[config.mk]
export PLATFORM = sky130hd
export DESIGN_NAME = ddr_line_rd_req
export DESIGN_NICKNAME = d
export VERILOG_FILES = /design/src/rtl/ddr_line_rd_req.sv
export SDC_FILE = /design/constraint.sdc
export NUM_CORES = 1
export LEC_CHECK = 0
export BUFFER_PORTS_ARGS = -buffer_cell sky130_fd_sc_hd__buf_2
export CORE_AREA = 2 2 217 219
export DETAILED_ROUTE_END_ITERATION = 8
export DIE_AREA = 0 0 219 221
export GPL_TIMING_DRIVEN = 0
export SYNTH_ARGS = -nofsm -noshare
export SYNTH_HDL_FRONTEND = slang
export SYNTH_SLANG_ARGS = --single-unit
[constraint.sdc]
create_clock -name clk -period 9.9 [get_ports clk]
set_input_delay 1.98 -clock clk [delete_from_list [all_inputs] [get_ports clk]]
set_output_delay 1.98 -clock clk [all_outputs]
set_load 0.005 [all_outputs]
[src/rtl/ddr_line_rd_req.sv]
// Line fetch engine for the display path: turns line requests into AXI4 burst
// reads from one of two frame buffers and forwards returned beats to the line buffer.
module ddr_line_rd_req #(
  parameter int          DQ_WIDTH    = 32,
  parameter int          LINE_PIX    = 960,
  parameter int          V_LINES     = 720,
  parameter int          BURST_LEN   = 16,
  parameter logic [31:0] LINE_STRIDE = 32'h0000_1000,
  parameter logic [31:0] FRAME0_BASE = 32'h0000_0000,
  parameter logic [31:0] FRAME1_BASE = 32'h0040_0000
) (
  input  logic                    clk,
  input  logic                    rst,
  input  logic                    frame_start,
  input  logic                    frame_sel,
  input  logic                    line_req,
  output logic [31:0]             axi_araddr,
  output logic [7:0]              axi_arlen,
  output logic                    axi_arvalid,
  input  logic                    axi_arready,
  input  logic [DQ_WIDTH*8-1:0]   axi_rdata,
  input  logic                    axi_rvalid,
  input  logic                    axi_rlast,
  output logic                    axi_rready,
  output logic                    buf_wr_en,
  output logic [DQ_WIDTH*8-1:0]   buf_wr_data,
  output logic                    line_busy,
  output logic                    req_overflow
);

  localparam int          DW        = DQ_WIDTH * 8;
  localparam int          BEATS     = LINE_PIX * 16 / DW;
  localparam logic [15:0] BEATS_C   = 16'(BEATS);
  localparam logic [15:0] BURST_C   = 16'(BURST_LEN);
  localparam logic [10:0] V_LINES_C = 11'(V_LINES);
  localparam logic [31:0] BEAT_STEP = 32'(DQ_WIDTH);

  typedef enum logic [1:0] {IDLE, ADDR, DATA, DRAIN} state_t;

  state_t      state, state_next;
  logic [10:0] line_cnt;
  logic [31:0] frame_base;
  logic        pending;
  logic        drain_after_ar;
  logic [31:0] line_addr;
  logic [15:0] beats_left;
  logic [15:0] beats_sent;

  logic [31:0] base_eff;
  logic [10:0] cnt_eff;
  logic        pend_eff;
  logic        ovf_eff;
  logic        start;
  logic        ar_accept;
  logic        last_beat;
  logic        pending_next;
  logic        overflow_next;
  logic [31:0] start_addr;
  logic [15:0] burst_n;

  function automatic logic [7:0] burst_arlen(input logic [15:0] left);
    logic [15:0] n;
    n = (left > BURST_C) ? BURST_C : left;
    return 8'(n - 16'd1);
  endfunction

  assign axi_rready = 1'b1;
  assign line_busy  = (state != IDLE);

  // frame_start is applied before anything else seen in the same cycle
  always_comb begin
    base_eff      = frame_start ? (frame_sel ? FRAME1_BASE : FRAME0_BASE) : frame_base;
    cnt_eff       = frame_start ? 11'd0 : line_cnt;
    pend_eff      = frame_start ? 1'b0 : pending;
    ovf_eff       = frame_start ? 1'b0 : req_overflow;
    ar_accept     = axi_arvalid && axi_arready;
    last_beat     = axi_rvalid && axi_rlast;
    start_addr    = base_eff + ({21'd0, cnt_eff} * LINE_STRIDE);
    burst_n       = {8'd0, axi_arlen} + 16'd1;
    start         = 1'b0;
    state_next    = state;
    pending_next  = pend_eff;
    overflow_next = ovf_eff;
    case (state)
      IDLE: begin
        if (line_req || pend_eff) begin
          if (cnt_eff < V_LINES_C) begin
            start        = 1'b1;
            state_next   = ADDR;
            pending_next = line_req && pend_eff;
          end else begin
            pending_next = 1'b0;
          end
        end
      end
      ADDR: begin
        if (ar_accept)
          state_next = (drain_after_ar || frame_start) ? DRAIN : DATA;
      end
      DATA: begin
        if (last_beat)
          state_next = (frame_start || beats_left == 16'd0) ? IDLE : ADDR;
        else if (frame_start)
          state_next = DRAIN;
      end
      DRAIN: begin
        if (last_beat)
          state_next = IDLE;
      end
      default: state_next = IDLE;
    endcase
    if (state != IDLE && line_req) begin
      if (pend_eff)
        overflow_next = 1'b1;
      else
        pending_next = 1'b1;
    end
  end

  always_ff @(posedge clk) begin
    if (!rst)
      state <= IDLE;
    else
      state <= state_next;
  end

  always_ff @(posedge clk) begin
    if (!rst) begin
      line_cnt       <= '0;
      frame_base     <= FRAME0_BASE;
      pending        <= 1'b0;
      req_overflow   <= 1'b0;
      drain_after_ar <= 1'b0;
      line_addr      <= '0;
      beats_left     <= '0;
      beats_sent     <= '0;
      axi_araddr     <= '0;
      axi_arlen      <= '0;
      axi_arvalid    <= 1'b0;
      buf_wr_en      <= 1'b0;
      buf_wr_data    <= '0;
    end else begin
      buf_wr_en    <= 1'b0;
      pending      <= pending_next;
      req_overflow <= overflow_next;
      if (frame_start) begin
        frame_base <= frame_sel ? FRAME1_BASE : FRAME0_BASE;
        line_cnt   <= '0;
      end
      case (state)
        IDLE: begin
          if (start) begin
            line_addr      <= start_addr;
            beats_left     <= BEATS_C;
            beats_sent     <= '0;
            axi_araddr     <= start_addr;
            axi_arlen      <= burst_arlen(BEATS_C);
            axi_arvalid    <= 1'b1;
            drain_after_ar <= 1'b0;
          end
        end
        ADDR: begin
          // an accepted address always has a burst in flight that must be drained
          if (ar_accept) begin
            axi_arvalid    <= 1'b0;
            beats_left     <= beats_left - burst_n;
            beats_sent     <= beats_sent + burst_n;
            drain_after_ar <= 1'b0;
          end else if (frame_start) begin
            drain_after_ar <= 1'b1;
          end
        end
        DATA: begin
          if (axi_rvalid && !frame_start) begin
            buf_wr_en   <= 1'b1;
            buf_wr_data <= axi_rdata;
          end
          if (last_beat && !frame_start) begin
            if (beats_left != 16'd0) begin
              axi_arvalid <= 1'b1;
              axi_araddr  <= line_addr + ({16'd0, beats_sent} * BEAT_STEP);
              axi_arlen   <= burst_arlen(beats_left);
            end else begin
              line_cnt <= line_cnt + 11'd1;
            end
          end
        end
        default: ;
      endcase
    end
  end

endmodule

==> impl_metrics.toml <==
[outcome]
status = "finished clean"

[sta]
post-route-worst-setup-slack_ps = 4610
fin_setup_tns_ps = 0
unrepaired_setup_endpoints_after_global_routing = "no"
report.final.slew_viol_count = 0
layout_worst_path_cycle_share_pct = 53.4
max_freq_mhz = 189
timing.final.hold_violations = 0
transition_time_of_the_tightest_slew_check_pin_ps = 1020
max_slew_margin_pct = 32.0
setup_viol_count_final = 0
period_needed_ps = 5290
skew_ps = 28.1

[die]
die_height_microns = 221
floorplan.initialDensity_pct = 37.2
core_sq_mm = 0.0461
placement_rows = 79
ioPinCount = 565
area_enclosed_by_the_die_boundary_sq_mm = 0.0484
die_width_microns = 219

[routing]
route.final.wire_length_mm = 69.5
drc = 0
drtIter0Drc = 1306
routed_via_density = 5.13
met3_wirelength_mm = 6.52
routedLengthMet1_mm = 27.7
detailroute.wirelength.met2_mm = 32.8
drtPass1Iterations = 5
routed_wire_length_per_instance_microns = 20.4
num_vias = 17400
antenna_left = 0
topRoutingLayerUsed = "met5"

[critical_path]
setup_crit_path_kind = "in2reg"
path_max_fanout = 10
cp-start-kind = "input port"
cp_top_family = "compound AO/OA/AOI/OAI gates"
rr_endpoint = "axi_araddr[14]$_SDFFE_PN0P_"
worstPathRequired_ps = 10360
arrival_time_of_the_worst_setup_path_ps = 5740
critical-path-max-stage-delay_ps = 520
endpoint_class_of_the_critical_path = "register"
critical_path.slowest_cell = "sky130_fd_sc_hd__clkbuf_1"
regToRegSetupSlack_ps = 6380
worstRegToRegCells = 9
crit_buf_inv = 3
worstPathCellList = "buf_2, clkbuf_1, clkbuf_1, nor2_1, ha_1, fa_1, a211oi_1, o21ai_1, a2111oi_2, o41ai_2, nand2_1, xnor2_1, a221oi_1, nor2_1"
reg2reg_from = "state[0]$_SDFFE_PN0P_"

[clocking]
number_of_clock_buffers_inserted_by_tritoncts = 45
cts_tree = "yes"
post_cts_gate_resize_count = 0
htree_levels = 2
clkTransAtPathRegs_ps = 60
clk-insertion-delay-late_ps = 590
cts_post_setup_buffers_inserted = 0
cts_num_sinks = 410
ctsHoldBuffers = 0
root_buffer = "sky130_fd_sc_hd__clkbuf_16"
clock_path_buffers = 3

[placement]
numPortBuffers = 563
dp.final_hpwl_mm = 55.2
place_worst_setup_slack_ps = 4060
place.detailed.instances = 3307
gp_congestion = 0.952
detailed_place.area_sq_mm = 0.0207

[global_route]
grt_max_degree = 14
grt_first_pass_wirelength_mm = 99.2
number_of_global_route_vias_before_repair = 16200
antenna_found_initial = 9
globalRouteTotalUtil_pct = 27.3
globalRoute.totalOverflow = 0

[power]
power.density_cell_area_mw_per_mm2 = 168
cellLeakagePower_nw = 9.44
ir_drop_mv = 0.111
power_mw = 3.73

[finish]
layout.nets = 3063
layout-area-overhead-vs-synth_pct = 29.8
fin_cells = 3398
final_layout_size_suffix_gt1_share_pct = 23.8
final_area_sq_mm = 0.0223

[logic_synthesis]
synthesis.nets = 2453
yosys.cell_types.count = 75
syn_inst = 2137
syn_area_sq_mm = 0.0171
synth_top_flop_cell = "sky130_fd_sc_hd__dfxtp_1"
synth.ff_latch_count = 410
syn-mean-instance-area_sq_um = 8.02
number_of_synthesized_flops_with_an_enable_pin = 0
synth-async-reset-ratio_pct = 0
synthesis.yosys.warnings = 0
yosysSeqAreaShare_pct = 47.9

[min_path]
worst_hold_startpoint = "buf_wr_data[253]$_SDFFE_PN0P_"
whs_path_depth = 2
timing.hold.worst_endpoint = "buf_wr_data[253]$_SDFFE_PN0P_"
hold_class = "reg2reg"

[job]
timing.max_cap.violations = 0
layer usage:
metal	global-route usage, %	vias to the layer above
met3	8.03	130
met1	32.9	8111
met4	10.9	2
li1	-	8423
met2	45.3	773
met5	0	-
power breakdown:
part	internal [mW]	total (mW)	leakage, nW	switching (mW)
clock	1.03	1.73	0.746	0.702
combinational	0.115	0.304	5.39	0.189
sequential	1.67	1.70	3.31	0.0219
total	2.82	3.73	9.44	0.913
stage by stage:
stage          utilization (%)  hold WS, ps
6_report                  48.3          450
5_1_grt                   48.3          468
4_1_cts                   48.3          450
3_3_place_gp              45.0          438
2_1_floorplan                -          437
3_5_place_dp              45.0          443
cell type report:
| type | instances | area (sq um) |
|---|---|---|
| clock inverter | 12 | 141 |
| inverter | 30 | 113 |
| sequential | 410 | 8210 |
| tap | 607 | 759 |
| clock buffer | 69 | 1370 |
| fill | 4628 | 23800 |
| antenna | 10 | 25.0 |
| timing repair buffer | 563 | 2820 |
| multi-input combinational | 1561 | 8280 |
| buffer | 136 | 541 |
kinds of logic (layout without fill, tap and decap cells):
kind of cell               after synthesis  after routing  synth area share (%)
DFF                                    410            410                  47.9
other                                    1             11                0.0219
muxes                                    7              7                 0.423
adders and majority gates               52             52                  3.97
AOI/OAI and AO/OA                      502            502                  16.9
xor gates and xnor gates                66             66                  3.37
and+or+nand+nor                        933            933                  23.6
buffers and inverters                  166            810                  3.81
flip-flops by register name (all words and copies together), names as in the netlist:
register / flops
req_overflow: 1
line_addr: 32
beats_left: 16
beats_sent: 16
pending: 1
state: 2
axi_arlen: 8
drain_after_ar: 1
axi_araddr: 32
line_cnt: 11
buf_wr_en: 1
buf_wr_data: 256
axi_arvalid: 1
frame_base: 32
tightest hold or removal path, delay by kind of cell (launching register included):
family           cells  cell delay, ps
flip-flops           1             300
AND/OR/NAND/NOR      1              50
AO/OA/AOI/OAI        1              50
cells in the mapped netlist (all sizes together) (4+ instances only):
master	number	area, sq um
o211a	4	40.0
and2	25	156
a21oi	351	1760
nand3b	13	97.6
o211ai	8	60.1
nand4	8	50.1
inv	30	113
a31oi	5	52.6
nor2b	30	188
a22oi	11	82.6
nor3	28	145
clkbuf	123	462
or2	6	37.5
and3	13	86.3
nand2b	10	62.6
a211oi	27	203
ha	48	601
nand3	26	130
o21a	9	67.6
nor3b	23	178
mux2i	5	50.1
o311a	4	40.0
or3	4	25.0
nor4	5	46.3
xor2	35	307
a21o	9	67.6
dfxtp	410	8210
buf	13	78.8
nand2	616	2310
fa	4	80.1
a21boi	4	30.0
nand4b	4	41.3
o21ai	38	190
nor2	116	443
xnor2	31	272
worst max path at each step:
stage                            from                          end  slack (ps)  depth (start not counted)
after detailed placement  frame_start  axi_araddr[31]$_SDFFE_PN0P_        4060                         13
after global routing      frame_start  axi_araddr[24]$_SDFFE_PN0P_        4250                         14
after global placement    frame_start  axi_araddr[24]$_SDFFE_PN0P_        4120                         14
after floorplan           frame_start  axi_araddr[24]$_SDFFE_PN0P_        5090                         13
after CTS                 frame_start  axi_araddr[24]$_SDFFE_PN0P_        4640                         14
final                     frame_start  axi_araddr[24]$_SDFFE_PN0P_        4610                         14
cells in the final DEF, fill, tap and decap left out, types with 10 or more instances in the layout:
cell	n
sky130_fd_sc_hd__a211oi_1	27
sky130_fd_sc_hd__a21oi_1	351
sky130_fd_sc_hd__a22oi_1	11
sky130_fd_sc_hd__and2_1	25
sky130_fd_sc_hd__and3_1	12
sky130_fd_sc_hd__buf_2	569
sky130_fd_sc_hd__clkbuf_1	134
sky130_fd_sc_hd__clkbuf_16	47
sky130_fd_sc_hd__clkbuf_8	11
sky130_fd_sc_hd__dfxtp_1	410
sky130_fd_sc_hd__diode_2	10
sky130_fd_sc_hd__ha_1	48
sky130_fd_sc_hd__inv_1	30
sky130_fd_sc_hd__nand2_1	615
sky130_fd_sc_hd__nand2b_1	10
sky130_fd_sc_hd__nand3_1	26
sky130_fd_sc_hd__nand3b_1	13
sky130_fd_sc_hd__nor2_1	115
sky130_fd_sc_hd__nor2b_1	30
sky130_fd_sc_hd__nor3_1	27
sky130_fd_sc_hd__nor3b_1	22
sky130_fd_sc_hd__o21ai_0	33
sky130_fd_sc_hd__xnor2_1	31
sky130_fd_sc_hd__xor2_1	35
Note: power is estimated with default switching activity, not from simulation.
